[config.mk]
export PLATFORM = sky130hd
export DESIGN_NAME = ext_field_agent
export DESIGN_NICKNAME = d
export VERILOG_FILES = /design/src/rtl/ext_field_pkg.sv /design/src/rtl/ext_field_fifo.sv /design/src/rtl/ext_field_agent.sv
export SDC_FILE = /design/constraint.sdc
export NUM_CORES = 1
export LEC_CHECK = 0
export CORE_MARGIN = 8
export CORE_UTILIZATION = 35
export CTS_BUF_LIST = sky130_fd_sc_hd__clkbuf_4 sky130_fd_sc_hd__clkbuf_8
export CTS_CLUSTER_DIAMETER = 40
export DETAILED_ROUTE_END_ITERATION = 16
export GPL_ROUTABILITY_DRIVEN = 0
export PLACE_DENSITY = 0.53
export RECOVER_POWER = 25
export SLEW_MARGIN = 10
export SYNTH_ARGS = -nofsm -noshare
export SYNTH_HDL_FRONTEND = slang
export SYNTH_SLANG_ARGS = --single-unit
[constraint.sdc]
create_clock -name clk -period 2.9 [get_ports clk]
set_clock_uncertainty 0.2 [all_clocks]
set_input_delay 0.87 -clock clk [delete_from_list [all_inputs] [get_ports clk]]
set_output_delay 0.87 -clock clk [all_outputs]
set_load 0.02 [all_outputs]
[src/rtl/ext_field_pkg.sv]
// ---------------------------------------------------------------------------
// ext_field_pkg
//   Shared types and helpers for the external-field agent.
//   rd_state_e : read-path FSM states
//   RD_CNT_W   : width of the read-latency down-counter
//   ptr_w()    : FIFO pointer width (address bits plus one wrap bit)
// ---------------------------------------------------------------------------
package ext_field_pkg;

  typedef enum logic [1:0] {
    IDLE  = 2'd0,
    DRAIN = 2'd1,
    WAIT  = 2'd2,
    RESP  = 2'd3
  } rd_state_e;

  localparam int RD_CNT_W = 4;

  // Extra MSB distinguishes full from empty when the address bits match.
  function automatic int ptr_w(input int depth);
    return $clog2(depth) + 1;
  endfunction

endpackage

[src/rtl/ext_field_fifo.sv]
// ---------------------------------------------------------------------------
// ext_field_fifo
//   Synchronous write buffer between the register space and the hardware
//   consumer of an external field.
//   Parameters: WIDTH (entry width), DEPTH (entries, power of two, >=2)
//   Ports:
//     clk, rst_n        clock, asynchronous active-low reset
//     i_push, i_wdat    enqueue request and data (ignored when full)
//     i_pop             dequeue request (ignored when empty)
//     o_full, o_empty   occupancy flags
//     o_head            oldest entry
//     o_newest, o_one   newest entry / exactly one entry held; present only
//                       when EXT_FIELD_RD_BYPASS_EN is defined
// ---------------------------------------------------------------------------
module ext_field_fifo
  import ext_field_pkg::*;
#(
  parameter int WIDTH = 1,
  parameter int DEPTH = 4
) (
  input  logic             clk,
  input  logic             rst_n,
  input  logic             i_push,
  input  logic [WIDTH-1:0] i_wdat,
  input  logic             i_pop,
  output logic             o_full,
  output logic             o_empty,
  output logic [WIDTH-1:0] o_head
`ifdef EXT_FIELD_RD_BYPASS_EN
  ,
  output logic [WIDTH-1:0] o_newest,
  output logic             o_one
`endif
);

  localparam int PTR_W = ptr_w(DEPTH);
  localparam int AW    = PTR_W - 1;
  localparam logic [PTR_W-1:0] PTR_ONE = {{(PTR_W-1){1'b0}}, 1'b1};

  logic [PTR_W-1:0] r_wr_ptr;
  logic [PTR_W-1:0] r_rd_ptr;
  logic [WIDTH-1:0] r_mem [DEPTH];
  logic             w_do_push;
  logic             w_do_pop;

  assign o_empty   = (r_wr_ptr == r_rd_ptr);
  // Full: wrap bits differ while the address bits coincide.
  assign o_full    = (r_wr_ptr[AW] != r_rd_ptr[AW]) &&
                     (r_wr_ptr[AW-1:0] == r_rd_ptr[AW-1:0]);
  assign w_do_push = i_push && !o_full;
  assign w_do_pop  = i_pop && !o_empty;
  assign o_head    = r_mem[r_rd_ptr[AW-1:0]];

`ifdef EXT_FIELD_RD_BYPASS_EN
  logic [PTR_W-1:0] w_count;
  assign w_count  = r_wr_ptr - r_rd_ptr;
  assign o_one    = (w_count == PTR_ONE);
  // Adding all-ones is a modulo decrement: slot written most recently.
  assign o_newest = r_mem[r_wr_ptr[AW-1:0] + {AW{1'b1}}];
`endif

  // Pointer update; wrap is implicit because DEPTH is a power of two.
  always_ff @(posedge clk or negedge rst_n) begin
    if (!rst_n) begin
      r_wr_ptr <= {PTR_W{1'b0}};
      r_rd_ptr <= {PTR_W{1'b0}};
    end else begin
      if (w_do_push) r_wr_ptr <= r_wr_ptr + PTR_ONE;
      if (w_do_pop)  r_rd_ptr <= r_rd_ptr + PTR_ONE;
    end
  end

  // Storage array; contents are only meaningful between the pointers.
  always_ff @(posedge clk) begin
    if (w_do_push) r_mem[r_wr_ptr[AW-1:0]] <= i_wdat;
  end

endmodule

[src/rtl/ext_field_agent.sv]
// ---------------------------------------------------------------------------
// ext_field_agent
//   Endpoint for one external register field. Software writes are buffered
//   and drained to hardware; the field register is updated by drained writes
//   and by direct hardware sets; reads return after RD_LAT extra cycles.
//   Optional feature macro: EXT_FIELD_RD_BYPASS_EN (reads skip draining and
//   return the newest buffered write when one is pending).
//   Ports:
//     clk, rst_n                  clock, asynchronous active-low reset
//     rvld / rrdy / rdat          read request, one-cycle response strobe, data
//     wvld / wdat / wrdy          write request, data, combinational accept
//     hw_wvld / hw_wdat / hw_wrdy buffered write towards hardware
//     hw_set_vld / hw_set_dat     direct hardware update of the field
//     field_val                   current field register
//     pending                     write buffer not empty
// ---------------------------------------------------------------------------
module ext_field_agent
  import ext_field_pkg::*;
#(
  parameter int          WIDTH   = 1,
  parameter int          DEPTH   = 4,
  parameter int          RD_LAT  = 2,
  parameter logic [31:0] RST_VAL = 32'd0
) (
  input  logic             clk,
  input  logic             rst_n,
  input  logic             rvld,
  output logic             rrdy,
  output logic [WIDTH-1:0] rdat,
  input  logic             wvld,
  input  logic [WIDTH-1:0] wdat,
  output logic             wrdy,
  output logic             hw_wvld,
  output logic [WIDTH-1:0] hw_wdat,
  input  logic             hw_wrdy,
  input  logic             hw_set_vld,
  input  logic [WIDTH-1:0] hw_set_dat,
  output logic [WIDTH-1:0] field_val,
  output logic             pending
);

  localparam logic [WIDTH-1:0]    RST_V    = RST_VAL[WIDTH-1:0];
  localparam logic [RD_CNT_W-1:0] LAT_INIT = RD_CNT_W'(RD_LAT);
  localparam logic [RD_CNT_W-1:0] CNT_ONE  = {{(RD_CNT_W-1){1'b0}}, 1'b1};

  rd_state_e             r_state;
  logic [RD_CNT_W-1:0]   r_cnt;
  logic [WIDTH-1:0]      r_field;
  logic [WIDTH-1:0]      r_rdat;
  logic                  r_rrdy;

  logic                  w_full;
  logic                  w_empty;
  logic [WIDTH-1:0]      w_head;
  logic                  w_push;
  logic                  w_pop;
  logic [WIDTH-1:0]      w_field_nxt;
  logic [WIDTH-1:0]      w_rd_src;

`ifdef EXT_FIELD_RD_BYPASS_EN
  logic [WIDTH-1:0]      w_newest;
  logic                  w_one;
`endif

  ext_field_fifo #(
    .WIDTH (WIDTH),
    .DEPTH (DEPTH)
  ) u_fifo (
    .clk      (clk),
    .rst_n    (rst_n),
    .i_push   (w_push),
    .i_wdat   (wdat),
    .i_pop    (w_pop),
    .o_full   (w_full),
    .o_empty  (w_empty),
    .o_head   (w_head)
`ifdef EXT_FIELD_RD_BYPASS_EN
    ,
    .o_newest (w_newest),
    .o_one    (w_one)
`endif
  );

  // Writes are refused for the whole read so a drain cannot be starved.
  assign wrdy      = !w_full && (r_state == IDLE);
  assign w_push    = wvld && wrdy;
  assign w_pop     = !w_empty && hw_wrdy;
  assign hw_wvld   = !w_empty;
  assign hw_wdat   = w_head;
  assign pending   = !w_empty;
  assign field_val = r_field;
  assign rrdy      = r_rrdy;
  assign rdat      = r_rdat;

  // Next field value; a hardware set overrides a same-cycle drained write.
  always_comb begin
    w_field_nxt = r_field;
    if (hw_set_vld) begin
      w_field_nxt = hw_set_dat;
    end else if (w_pop) begin
      w_field_nxt = w_head;
    end else begin
      w_field_nxt = r_field;
    end
  end

  // Value captured into the read response register.
  always_comb begin
    w_rd_src = w_field_nxt;
`ifdef EXT_FIELD_RD_BYPASS_EN
    // Newest buffered write wins if anything remains after this cycle's pop.
    if (!w_empty && !(w_pop && w_one)) begin
      w_rd_src = w_newest;
    end else begin
      w_rd_src = w_field_nxt;
    end
`endif
  end

  // Architectural field register.
  always_ff @(posedge clk or negedge rst_n) begin
    if (!rst_n) begin
      r_field <= RST_V;
    end else begin
      r_field <= w_field_nxt;
    end
  end

  // Read FSM with latency counter and registered response outputs.
  always_ff @(posedge clk or negedge rst_n) begin
    if (!rst_n) begin
      r_state <= IDLE;
      r_cnt   <= {RD_CNT_W{1'b0}};
      r_rrdy  <= 1'b0;
      r_rdat  <= {WIDTH{1'b0}};
    end else begin
      case (r_state)
        IDLE: begin
          r_rrdy <= 1'b0;
          r_rdat <= {WIDTH{1'b0}};
          if (rvld) begin
`ifdef EXT_FIELD_RD_BYPASS_EN
            r_state <= WAIT;
            r_cnt   <= LAT_INIT;
`else
            // A write accepted alongside the read must land before the read.
            if (w_empty && !w_push) begin
              r_state <= WAIT;
              r_cnt   <= LAT_INIT;
            end else begin
              r_state <= DRAIN;
            end
`endif
          end
        end
        DRAIN: begin
          if (w_empty) begin
            r_state <= WAIT;
            r_cnt   <= LAT_INIT;
          end
        end
        WAIT: begin
          if (r_cnt == {RD_CNT_W{1'b0}}) begin
            r_state <= RESP;
            r_rrdy  <= 1'b1;
            r_rdat  <= w_rd_src;
          end else begin
            r_cnt <= r_cnt - CNT_ONE;
          end
        end
        RESP: begin
          r_state <= IDLE;
          r_rrdy  <= 1'b0;
          r_rdat  <= {WIDTH{1'b0}};
        end
        default: begin
          r_state <= IDLE;
          r_rrdy  <= 1'b0;
          r_rdat  <= {WIDTH{1'b0}};
        end
      endcase
    end
  end

endmodule

Word-level counts from Yosys, hierarchy flattened:

Memory sizes are Yosys's and may differ from the RTL's.
Cells that the tools add are included.

* register bits after elaboration: 15
* memory bits (writable): 4
* input bits: 8
* output and inout bits: 7
* word-level logic and storage cells: 58
* memories: 1

Memories
* u_fifo.r_mem: depth 4, bits a word 1, read ports 1, clocked after memory_dff 0, wr ports 1, line ext_field_fifo.sv:42 `logic [WIDTH-1:0] r_mem [DEPTH];`

* add/sub/neg operators: 3
* equality and inequality tests: 11
* multiplexer cells: 18
* reduce and logical (&&, ||, !) cells: 18

Operator list (number)
* 4-bit 2-to-1 mux: 4
* 4-bit case mux with 3 select lines: 1
* 2-bit 2-to-1 mux: 4
* 2-bit case mux with 4 select lines: 1
* 1-bit logical AND: 7
* 3-bit by 1-bit adder with 3-bit output (second input constant): 2
* 1-bit 2-to-1 mux: 6
* 2-bit inequality test (second input constant): 3
* 5-bit AND reduction: 1
* 2-bit equality test (second input constant): 2
* 4-bit logical NOT: 1
* 2-bit by 1-bit inequality test with 1-bit output (second input constant): 2
* 1-bit case mux with 2 select lines: 2
* 4-bit by 1-bit subtractor with 4-bit output (second input constant): 1
* 3-bit equality test: 1
* 1-bit logical NOT: 3
* 3-bit AND reduction: 1
* 3-bit nonzero test: 1
* 2-bit by 1-bit equality test with 1-bit output (second input constant): 1
* 2-bit equality test: 1
* 2-bit logical NOT: 1
* 2-bit AND reduction: 1
* 2-bit nonzero test: 1
* 2-bit OR reduction: 1
* 1-bit inequality test: 1

Longest topological paths before layout:

Gate-level depths: netlist of run 1.

* word-level depth: 10
* gate-level depth with buffers: 7
* depth with buffers taken out: 6

By module:

Synthesis of run 1 repeated with hierarchy kept, for this count alone.

* cell total of the unflattened synthesis: 124
* area, all modules: 1267.5 µm²

By module, submodules not included
* ext_field_agent: instances 1, cells each 70, area each 645.6 µm², seq. area each 225.2 µm²
* ext_field_fifo: instances 1, cells each 54, area each 621.8 µm², seq. area each 270.3 µm²

Least setup slack after synthesis of run 1:

Ideal clock, no wire load.

* kind: flip-flop to output port
* start point: register u_fifo.r_rd_ptr[0]
* end point: output pending
* arrival: 1244 ps
* data required time: 1830 ps
* path slack: 586 ps
* cell stages (with the launch flop): 4
* buffers on the path: 1
* cell sequence: dfrtp_1 -> xor2_1 -> or3_4 -> buf_4

* longest elaborated chain between the ends: 2

RTL lines
* from (decl): line ext_field_fifo.sv:41 `logic [PTR_W-1:0] r_rd_ptr;`
* from (signal assigned): line ext_field_fifo.sv:66 `r_rd_ptr <= {PTR_W{1'b0}};`
* from (signal assigned): line ext_field_fifo.sv:69 `if (w_do_pop) r_rd_ptr <= r_rd_ptr + PTR_ONE;`
* 3-bit equality test: line ext_field_fifo.sv:46 `assign o_empty = (r_wr_ptr == r_rd_ptr);`
* 1-bit logical NOT
* to (decl): line ext_field_agent.sv:39 `output logic pending`

Every way passes these cells.

Final worst setup path of run 1:

* start point: register u_fifo.r_rd_ptr[1]
* end point: output hw_wvld

* longest elaborated chain between the ends: 2

RTL lines
* 3-bit equality test: line ext_field_fifo.sv:46
* 1-bit logical NOT: line ext_field_agent.sv:88 `assign hw_wvld = !w_empty;`
* to (decl): line ext_field_agent.sv:33 `output logic hw_wvld,`

Every way passes these cells.

==> reports/summary.txt, run 1 <==
storage element area -> 496.7 um^2
Max Fclk -> 0.3573 GHz
Final min period -> 2.799 ns
setup violators final -> 0
CTS clk-pin slew, worst paths -> 0.12 ns
static leakage -> 0.5808 nW
asr flop ratio synth -> 78.95%
first-pass GRT wire length -> 3684 um
GRT Total Usage -> 8.751%
number of global-route vias before repair -> 808
initial antenna violation count -> 0
#FFs+latches synth -> 19
Max stage delay on crit path -> 0.44 ns
pwr dens -> 1078 mW/mm^2
share of layout cells above drive strength 1 -> 11.11%
Synthesized Nets -> 120
root buffer cell -> clkbuf_4
Clock Latency Late Sink -> 0.30 ns
syn avg cell area -> 11.21 um^2
# nets final -> 138
CTS tree -> done
Setup WS post-layout -> 0.1012 ns
max-slew violation count -> 0
highest net fanout along the worst path -> 5
Seq/Total Area, Yosys -> 44.20%
RSZ-0062 raised after global routing -> no
top-area cell type share of the netlist area -> 33.48%
Period Utilization, post-route -> 96.51%
Hold/Removal Path Class -> reg -> reg
Final Hold Viols -> 0
Layout area overhead -> 19.08%
Arr. time, crit path -> 1.73 ns
crit path kind -> reg -> out
count leader, synth -> dfrtp_1
Yosys warning count -> 0
Main synth FF type -> dfrtp_1
Worst EP required -> 1.83 ns
hpwl dp -> 1706 um
Max Cap Viol -> 0
CTS HTree Levels -> 1
VDD IR max -> 0.0006126 V
# clock sinks -> 19
startpoint types -> flop
Die X -> 72.60 um
Core Area -> 0.003053 mm^2
synthesized instance count -> 100
via count -> 772
status -> finished clean
Critical Path Sink Type -> output port
filler instances -> 315
area of the multi-input gates -> 583.1 um^2
DRT Wirelength -> 2181 um
most frequent cells after synthesis -> dfrtp_1, ha_1, inv_1
cells along the critical path -> xor2_1 -> or3_4 -> dlygate4sd2_1
pre-CTS setup slack -> 0.1892 ns
largest net degree at the start of global routing -> 16
std cell rows -> 20
# diodes -> 0
vias per cell -> 4.795
grt ovf -> 0
Longest Clk Path Bufs -> 2
Worst Tran Pin Value -> 0.6936 ns
drt first-iter violations -> 17
Yosys cell types -> 36
Yosys top cell by area -> dfrtp_1
Slew Limit Headroom -> 53.61%
router iterations before antenna repair -> 4
total CTS buffers -> 3
CP max-delay cell -> dfrtp_1
number of port buffers -> 14
DRC -> 0
I/O pin cnt -> 15
antenna-violating nets left -> 0
Initial Utilization -> 36.72%
die area -> 0.005270 mm^2
wire length per cell -> 13.55 um
postcts setup bufs -> 0
Die Y -> 72.60 um
cell area after synthesis -> 0.001121 mm^2
final setup TNS -> 0 ns
ranking of synthesized cells by area -> dfrtp_1, ha_1, edfxtp_1
EDFF count, synth -> 4
==> registers in the layout, indices dropped and copies added, names as in the netlist <==
name	count
u_fifo.r_rd_ptr	3
rdat	1
r_cnt	4
u_fifo.r_wr_ptr	3
field_val	1
r_state	2
rrdy	1
u_fifo.r_mem	4
==> kinds of logic (layout without fill, tap and decap cells) <==
logic type               count (synthesis)  after routing  share of synthesized area (%)
multiplexers                             6              6                          7.254
XOR/XNOR                                 8              8                          6.249
AO/OA/AOI/OAI                           20             20                          12.50
adder cells (fa/ha/maj)                 12             12                          13.39
AND/OR/NAND/NOR                         24             24                          12.39
flip-flops                              19             19                          44.20
buffers and inverters                   11             28                          4.018
==> stage by stage <==
stage	instance area, um^2	cells	total power, mW	utilization (%)	hold slack (ns)
CTS	1351	161	1.477	44.26	0.3349
finish	1335	161	1.439	43.73	0.3310
global placement	1313	157	1.324	42.99	0.3034
floorplan	1121	100	1.090	-	0.2679
global route	1335	161	1.564	43.73	0.3481
detailed placement	1313	157	1.343	42.99	0.3122
==> critical path: cells and delay by family, from the launching register on <==
family                    cells  cell delay, ns
DFF                           1            0.44
buffers and inverters         1            0.33
xor gates and xnor gates      1            0.23
and+or+nand+nor               1            0.44
==> layer usage <==
| layer | vias to the layer above | track usage [%] | routed length [um] |
|---|---|---|---|
| li1 | 382 | - | - |
| met1 | 370 | 10.22 | 977 |
| met2 | 18 | 15.01 | 1093 |
| met3 | 2 | 2.060 | 95 |
| met4 | 0 | 3.333 | 15 |
| met5 | - | 0 | 0 |
==> layout make-up <==
type	instances	area share [%]
multi-input cells	70	43.67
repair buffers	15	10.40
inverters	9	2.530
well taps	44	4.124
clock inverters	1	0.3749
flip-flops and latches	19	37.21
clock buffers	3	1.687
==> report_power, final <==
part           total (mW)  switching, mW  leakage, nW  internal, mW
logic               0.825          0.455        0.344         0.370
registers           0.475          0.101        0.219         0.374
clock network       0.140         0.0883       0.0177        0.0513
total                1.44          0.644        0.581         0.796
==> worst paths after layout <==
kind / cells past startpoint / slack [ns] / startpoint / to
max: 3 / 0.10 / u_fifo.r_rd_ptr[1] / hw_wvld
min: 1 / 0.33 / r_cnt[0] / r_cnt[0]
max reg2reg: 5 / 0.53 / u_fifo.r_rd_ptr[1] / rdat
min reg2reg: 1 / 0.33 / r_cnt[0] / r_cnt[0]
max in group asynchronous: 1 / 1.17 / rst_n / u_fifo.r_rd_ptr[0]
min in group asynchronous: 1 / 0.84 / rst_n / r_state[0]
==> cell usage in the layout (no fill, tap or decap), drive strengths merged, types with 2 or more instances in the layout <==
| cell | Yosys | routed |
|---|---|---|
| dlygate4sd2 | 0 | 4 |
| clkbuf | 1 | 4 |
| nand2 | 7 | 7 |
| o21ai | 7 | 7 |
| nor3 | 2 | 2 |
| inv | 9 | 9 |
| or3 | 2 | 2 |
| clkdlybuf4s50 | 0 | 8 |
| o31ai | 3 | 3 |
| ha | 12 | 12 |
| xnor2 | 4 | 4 |
| mux2 | 4 | 4 |
| xor2 | 4 | 4 |
| edfxtp | 4 | 4 |
| a21o | 2 | 2 |
| and2 | 4 | 4 |
| dfrtp | 15 | 15 |
| nand3b | 3 | 3 |
| o221ai | 2 | 2 |
| dlygate4sd3 | 0 | 2 |
==> timing repair <==
action,CTS,global route
gates resized for setup,7,0
hold buffers,0,0
endpoints found under the setup margin,4,0
(Power assumes the default switching activity.)
==> run 2: changes to the inputs <==
Settings changed: CORE_ASPECT_RATIO set to 1.75.
==> run 2 against run 1 <==
Global-route usage is 1.1 points higher. Die area is 1.4% higher. Critical path depth increased by 1. Register-to-register slack improved by 0.17 ns. Cell area is 4.3% higher. First-iteration DRC count shrank 41%. Largest power group unchanged. Highest routed layer unchanged. Largest cell class unchanged.
==> reports/summary.txt, run 2 (same netlist as run 1, synthesis figures left out) <==
Max stage delay on crit path -> 0.61 ns (was 0.44 ns)
Max Cap Viol -> 0 (unchanged)
static leakage -> 0.6060 nW (was 0.5808 nW)
VDD IR max -> 0.0004860 V (was 0.0006126 V)
P_int -> 871.2 uW (was 795.8 uW)
hpwl dp -> 1834 um (was 1706 um)
highest net fanout along the worst path -> 5 (unchanged)
DRT Wirelength -> 2292 um (was 2181 um)
share of layout cells above drive strength 1 -> 14.41% (was 11.11%)
root buffer cell -> clkbuf_8 (was clkbuf_4)
Max Fclk -> 0.3483 GHz (was 0.3573 GHz)
cells along the critical path -> xor2_2 -> nor3_1 -> nor2_1 -> clkdlybuf4s50_1 (was xor2_1 -> or3_4 -> dlygate4sd2_1)
# diodes -> 0 (unchanged)
commonest non-fill, non-tap cell in the layout -> dfrtp_1 (unchanged)
CTS HTree Levels -> 1 (unchanged)
first-pass GRT wire length -> 4043 um (was 3684 um)
Final Hold Viols -> 0 (unchanged)
# nets final -> 139 (was 138)
Logic pwr share -> 56.1% (was 57.3%)
Die Y -> 90.87 um (was 72.60 um)
most frequent cells in the layout -> dfrtp_1, ha_1, inv_1, clkdlybuf4s50_1, nand2_1 (was dfrtp_1, ha_1, inv_1)
Layout area overhead -> 24.22% (was 19.08%)
placed cell count -> 157 (unchanged)
vias per cell -> 4.876 (was 4.795)
Critical Path Sink Type -> output port (unchanged)
pwr dens -> 1112 mW/mm^2 (was 1078 mW/mm^2)
switching share of power -> 43.72% (was 44.72%)
initial antenna violation count -> 0 (unchanged)
number of port buffers -> 14 (unchanged)
Slew Limit Headroom -> 71.40% (was 53.61%)
via count -> 785 (was 772)
final instance count without filler cells -> 161 (unchanged)
drt first-iter violations -> 10 (was 17)
DRC -> 0 (unchanged)
Initial Utilization -> 36.07% (was 36.72%)
Die X -> 58.78 um (was 72.60 um)
max-slew violation count -> 0 (unchanged)
status -> finished clean (unchanged)
Reg power frac -> 31.7% (was 33.0%)
pre-CTS setup slack -> 0.1870 ns (was 0.1892 ns)
antenna-violating nets left -> 0 (unchanged)
router iterations before antenna repair -> 2 (was 4)
number of global-route vias before repair -> 856 (was 808)
clock network power share -> 12.2% (was 9.7%)
worst hold slack -> 0.3181 ns (was 0.3310 ns)
I/O pin cnt -> 15 (unchanged)
Setup WS post-layout -> 0.02914 ns (was 0.1012 ns)
Worst EP required -> 1.83 ns (about the same)
setup violators final -> 0 (unchanged)
std cell rows -> 27 (was 20)
Worst Tran Pin Value -> 0.4276 ns (was 0.6936 ns)
Hold/Removal Path Class -> reg -> reg (unchanged)
grt ovf -> 0 (unchanged)
total chip power -> 1.548 mW (was 1.439 mW)
CP max-delay cell -> clkdlybuf4s50_1 (was dfrtp_1)
die area -> 0.005341 mm^2 (was 0.005270 mm^2)
area of the multi-input gates -> 606.8 um^2 (was 583.1 um^2)
# clock sinks -> 19 (unchanged)
largest net degree at the start of global routing -> 12 (was 16)
Sw Pwr -> 676.8 uW (was 643.6 uW)
RSZ-0062 raised after global routing -> yes (was no)
CTS tree -> done (unchanged)
Clock Latency Late Sink -> 0.26 ns (was 0.30 ns)
crit path kind -> reg -> out (unchanged)
total CTS buffers -> 3 (unchanged)
Core Area -> 0.003108 mm^2 (was 0.003053 mm^2)
Longest Clk Path Bufs -> 2 (unchanged)
Final min period -> 2.871 ns (was 2.799 ns)
wire length per cell -> 14.24 um (was 13.55 um)
filler instances -> 323 (was 315)
CTS clk-pin slew, worst paths -> 0.08 ns (was 0.12 ns)
Period Utilization, post-route -> 99.00% (was 96.51%)
startpoint types -> flop (unchanged)
Arr. time, crit path -> 1.80 ns (was 1.73 ns)
storage element area -> 496.7 um^2 (unchanged)
GRT Total Usage -> 9.835% (was 8.751%)
## run 2: what timing repair did
item | 4_1_cts | 5_1_grt
resized for setup | 5 | 2
hold buffers | 0 | 0
setup buffers | 0 | 0
endpoints found under the setup margin | 4 | 2
## run 2: final cells by class
cell class / instances / area share (%)
clock buffers: 3 / 2.965
clock inverters: 1 / 0.3594
inverters: 9 / 2.426
multi-input cells: 70 / 43.58
flip-flops and latches: 19 / 35.67
well taps: 43 / 3.863
repair buffers: 16 / 11.14
## run 2: worst paths after layout
path | from | to | slack (ns) | depth (start not counted)
worst max-delay path | u_fifo.r_rd_ptr[1] | wrdy | 0.03 | 4
worst min-delay path | r_cnt[0] | r_cnt[0] | 0.32 | 1
max in group asynchronous | rst_n | rdat | 1.26 | 2
min in group asynchronous | rst_n | r_state[1] | 0.78 | 1
worst max register to register | u_fifo.r_rd_ptr[0] | rdat | 0.70 | 5
worst min register to register | r_cnt[0] | r_cnt[0] | 0.32 | 1
## run 2: worst max-delay path: cells and delay by family (launching register included)
| kind | cells | cell delay, ns |
|---|---|---|
| xor+xnor | 1 | 0.29 |
| simple gates | 2 | 0.21 |
| buf+inv | 1 | 0.61 |
| flops | 1 | 0.44 |
## run 2: power groups by stage
stage | clock, mW | combinational [mW] | sequential (mW)
floorplan | 0 | 0.618 | 0.472
global placement | 0 | 0.872 | 0.472
detailed placement | 0 | 0.876 | 0.476
CTS | 0.194 | 0.874 | 0.482
global route | 0.204 | 0.984 | 0.509
finish | 0.188 | 0.869 | 0.491
## run 2: through the flow
stage | util [%] | TNS, ns | area, um^2
after floorplan | - | 0 | 1121
after global placement | 42.43 | 0 | 1319
after detailed placement | 42.43 | 0 | 1319
after CTS | 44.36 | 0 | 1379
after global routing | 44.81 | -0.04509 | 1393
final | 44.81 | 0 | 1393
## run 2: metal layers
metal	global-route usage, %	vias up	part of all wire [%]
li1	-	386	-
met1	10.36	382	39
met2	17.22	12	55
met3	2.282	5	4.2
met4	4.819	0	2.0
met5	0	-	0
==> run 3: changes to the inputs <==
Settings changed: CORE_MARGIN 8 to 2, CTS_CLUSTER_SIZE set to 12.
==> run 3 against run 2 <==
Non-clock buffer count is the same. Cell area fell by 0.18%. Highest routed layer unchanged. Critical path depth is 1 lower.
==> reports/summary.txt, run 3 (same netlist as run 1, synthesis figures left out) <==
status -> finished clean (unchanged)
Slew Limit Headroom -> 49.64% (was 71.40%)
RR Startpoint -> u_fifo.r_wr_ptr[1] (was u_fifo.r_rd_ptr[0])
static leakage -> 0.6196 nW (was 0.6060 nW)
highest metal layer with signal wires -> met4 (unchanged)
Clock Latency Late Sink -> 0.26 ns (about the same)
metal2 WL -> 1341 um (was 1251 um)
final setup TNS -> 0 ns (unchanged)
Arr. time, crit path -> 1.70 ns (was 1.80 ns)
Core Area -> 0.003108 mm^2 (unchanged)
Setup WS post-layout -> 0.1281 ns (was 0.02914 ns)
filler instances -> 313 (was 323)
CP max-delay cell -> dfrtp_2 (was clkdlybuf4s50_1)
number of port buffers -> 14 (unchanged)
DRT Wirelength -> 2330 um (was 2292 um)
# nets final -> 139 (unchanged)
via count -> 808 (was 785)
vias per cell -> 5.019 (was 4.876)
Die X -> 46.78 um (was 58.78 um)
router iterations before antenna repair -> 4 (was 2)
cells along the critical path -> xor2_4 -> or3_4 -> dlygate4sd2_1 (was xor2_2 -> nor3_1 -> nor2_1 -> clkdlybuf4s50_1)
depth of the most critical reg-to-reg path -> 6 (was 5)
Longest Clk Path Bufs -> 2 (unchanged)
first-pass GRT wire length -> 3857 um (was 4043 um)
wire length per cell -> 14.47 um (was 14.24 um)
startpoint types -> flop (unchanged)
VDD IR max -> 0.0004487 V (was 0.0004860 V)
commonest non-fill, non-tap cell in the layout -> dfrtp_1 (unchanged)
Max Cap Viol -> 0 (unchanged)
pre-CTS setup slack -> 0.1868 ns (was 0.1870 ns)
root buffer cell -> clkbuf_8 (unchanged)
Critical Path Sink Type -> output port (unchanged)
Post-Route M1 WL -> 899 um (was 897 um)
grt ovf -> 0 (unchanged)
Max Fclk -> 0.3608 GHz (was 0.3483 GHz)
CTS tree -> done (unchanged)
Period Utilization, post-route -> 95.58% (was 99.00%)
setup violators final -> 0 (unchanged)
DRC -> 0 (unchanged)
pwr dens -> 1126 mW/mm^2 (was 1112 mW/mm^2)
Die Y -> 78.87 um (was 90.87 um)
# clock sinks -> 19 (unchanged)
# diodes -> 0 (unchanged)
die area -> 0.003690 mm^2 (was 0.005341 mm^2)
highest net fanout along the worst path -> 5 (unchanged)
Max stage delay on crit path -> 0.48 ns (was 0.61 ns)
Met3 Wirelength -> 44 um (was 97 um)
Top delay family on crit path -> flip-flops (was buffers and inverters)
drt first-iter violations -> 10 (unchanged)
total chip power -> 1.565 mW (was 1.548 mW)
Hold Crit Endpoint -> r_cnt[0] (unchanged)
CTS HTree Levels -> 1 (unchanged)
hpwl dp -> 1799 um (was 1834 um)
RSZ-0062 raised after global routing -> no (was yes)
reg2reg setup slack -> 0.41 ns (was 0.70 ns)
CP Buf/Inv Count -> 1 (unchanged)
CTS clk-pin slew, worst paths -> 0.08 ns (about the same)
hold depth -> 1 (unchanged)
I/O pin cnt -> 15 (unchanged)
storage element area -> 496.7 um^2 (unchanged)
number of global-route vias before repair -> 846 (was 856)
share of layout cells above drive strength 1 -> 13.56% (was 14.41%)
Worst EP required -> 1.83 ns (about the same)
std cell rows -> 27 (unchanged)
hold_sp -> r_cnt[0] (unchanged)
Crit. Startpoint -> u_fifo.r_rd_ptr[0] (was u_fifo.r_rd_ptr[1])
area of the multi-input gates -> 601.8 um^2 (was 606.8 um^2)
total CTS buffers -> 3 (unchanged)
Layout area overhead -> 24.00% (was 24.22%)
antenna-violating nets left -> 0 (unchanged)
worst hold slack -> 0.3147 ns (was 0.3181 ns)
initial antenna violation count -> 0 (unchanged)
most frequent cells in the layout -> dfrtp_1, ha_1, inv_1 (was dfrtp_1, ha_1, inv_1, clkdlybuf4s50_1, nand2_1)
crit path kind -> reg -> out (unchanged)
Hold/Removal Path Class -> reg -> reg (unchanged)
Final Hold Viols -> 0 (unchanged)
Final min period -> 2.772 ns (was 2.871 ns)
max-slew violation count -> 0 (unchanged)
largest net degree at the start of global routing -> 16 (was 12)
Worst Tran Pin Value -> 0.7530 ns (was 0.4276 ns)
GRT Total Usage -> 14.72% (was 9.835%)
Critical R2R Capture -> rdat (unchanged)
Initial Utilization -> 36.07% (unchanged)
run 3: cell types whose count changed in the layout (fill, tap and decap cells not counted):
cell,delta
clkdlybuf4s50_1,-2
dlygate4sd3_1,+1
dlymetal6s2s_1,+1
o31ai_1,+1
o31ai_2,-1
run 3: power breakdown:
part / switching (mW) / total, mW / internal (mW) / leakage, nW
registers: 0.117 / 0.492 / 0.375 / 0.219
logic: 0.468 / 0.882 / 0.413 / 0.375
clock network: 0.0955 / 0.191 / 0.0957 / 0.0255
run 3: how the worst max path moves through the flow:
stage / to / slack [ns] / cells after the start
3_3_place_gp: hw_wvld / 0.20 / 3
3_5_place_dp: pending / 0.19 / 3
4_1_cts: wrdy / 0.04 / 4
5_1_grt: pending / 0.07 / 3
2_1_floorplan: pending / 0.59 / 3
6_report: pending / 0.13 / 3
run 3: metrics by stage:
stage,area [um^2],utilization (%),std cells
after global routing,1390,44.73,161
final,1390,44.73,161
after global placement,1311,42.19,156
after detailed placement,1311,42.19,156
after floorplan,1121,-,100
after CTS,1371,44.12,160
run 3: layout make-up:
| cell class | count | area share [%] |
|---|---|---|
| multi-input combinational | 70 | 43.29 |
| sequential | 19 | 35.73 |
| timing repair buffer | 16 | 11.34 |
| tap | 43 | 3.870 |
| clock buffer | 3 | 2.970 |
| inverter | 9 | 2.430 |
| clock inverter | 1 | 0.3600 |
run 3: repair_timing:
item	CTS	global route
resized for setup	5	3
setup buffers	0	1
setup endpoints to repair	3	2
hold buffers	0	0
endpoints found under the hold margin	0	0
pin swaps	0	1
run 3: per-layer routing:
layer / vias to the layer above / GRT usage (%)
met5: - / 0
met4: 0 / 6.667
met3: 4 / 2.045
met2: 11 / 25.75
met1: 409 / 16.52
li1: 384 / -
run 3: worst register-to-register path, stage by stage, from the launching register on:
cell and delay, ns:
dfrtp_1 0.44, xor2_2 0.22, buf_4 0.15, o31ai_1 0.55, mux2_2 0.40, mux2_2 0.28
a21o_1 0.16
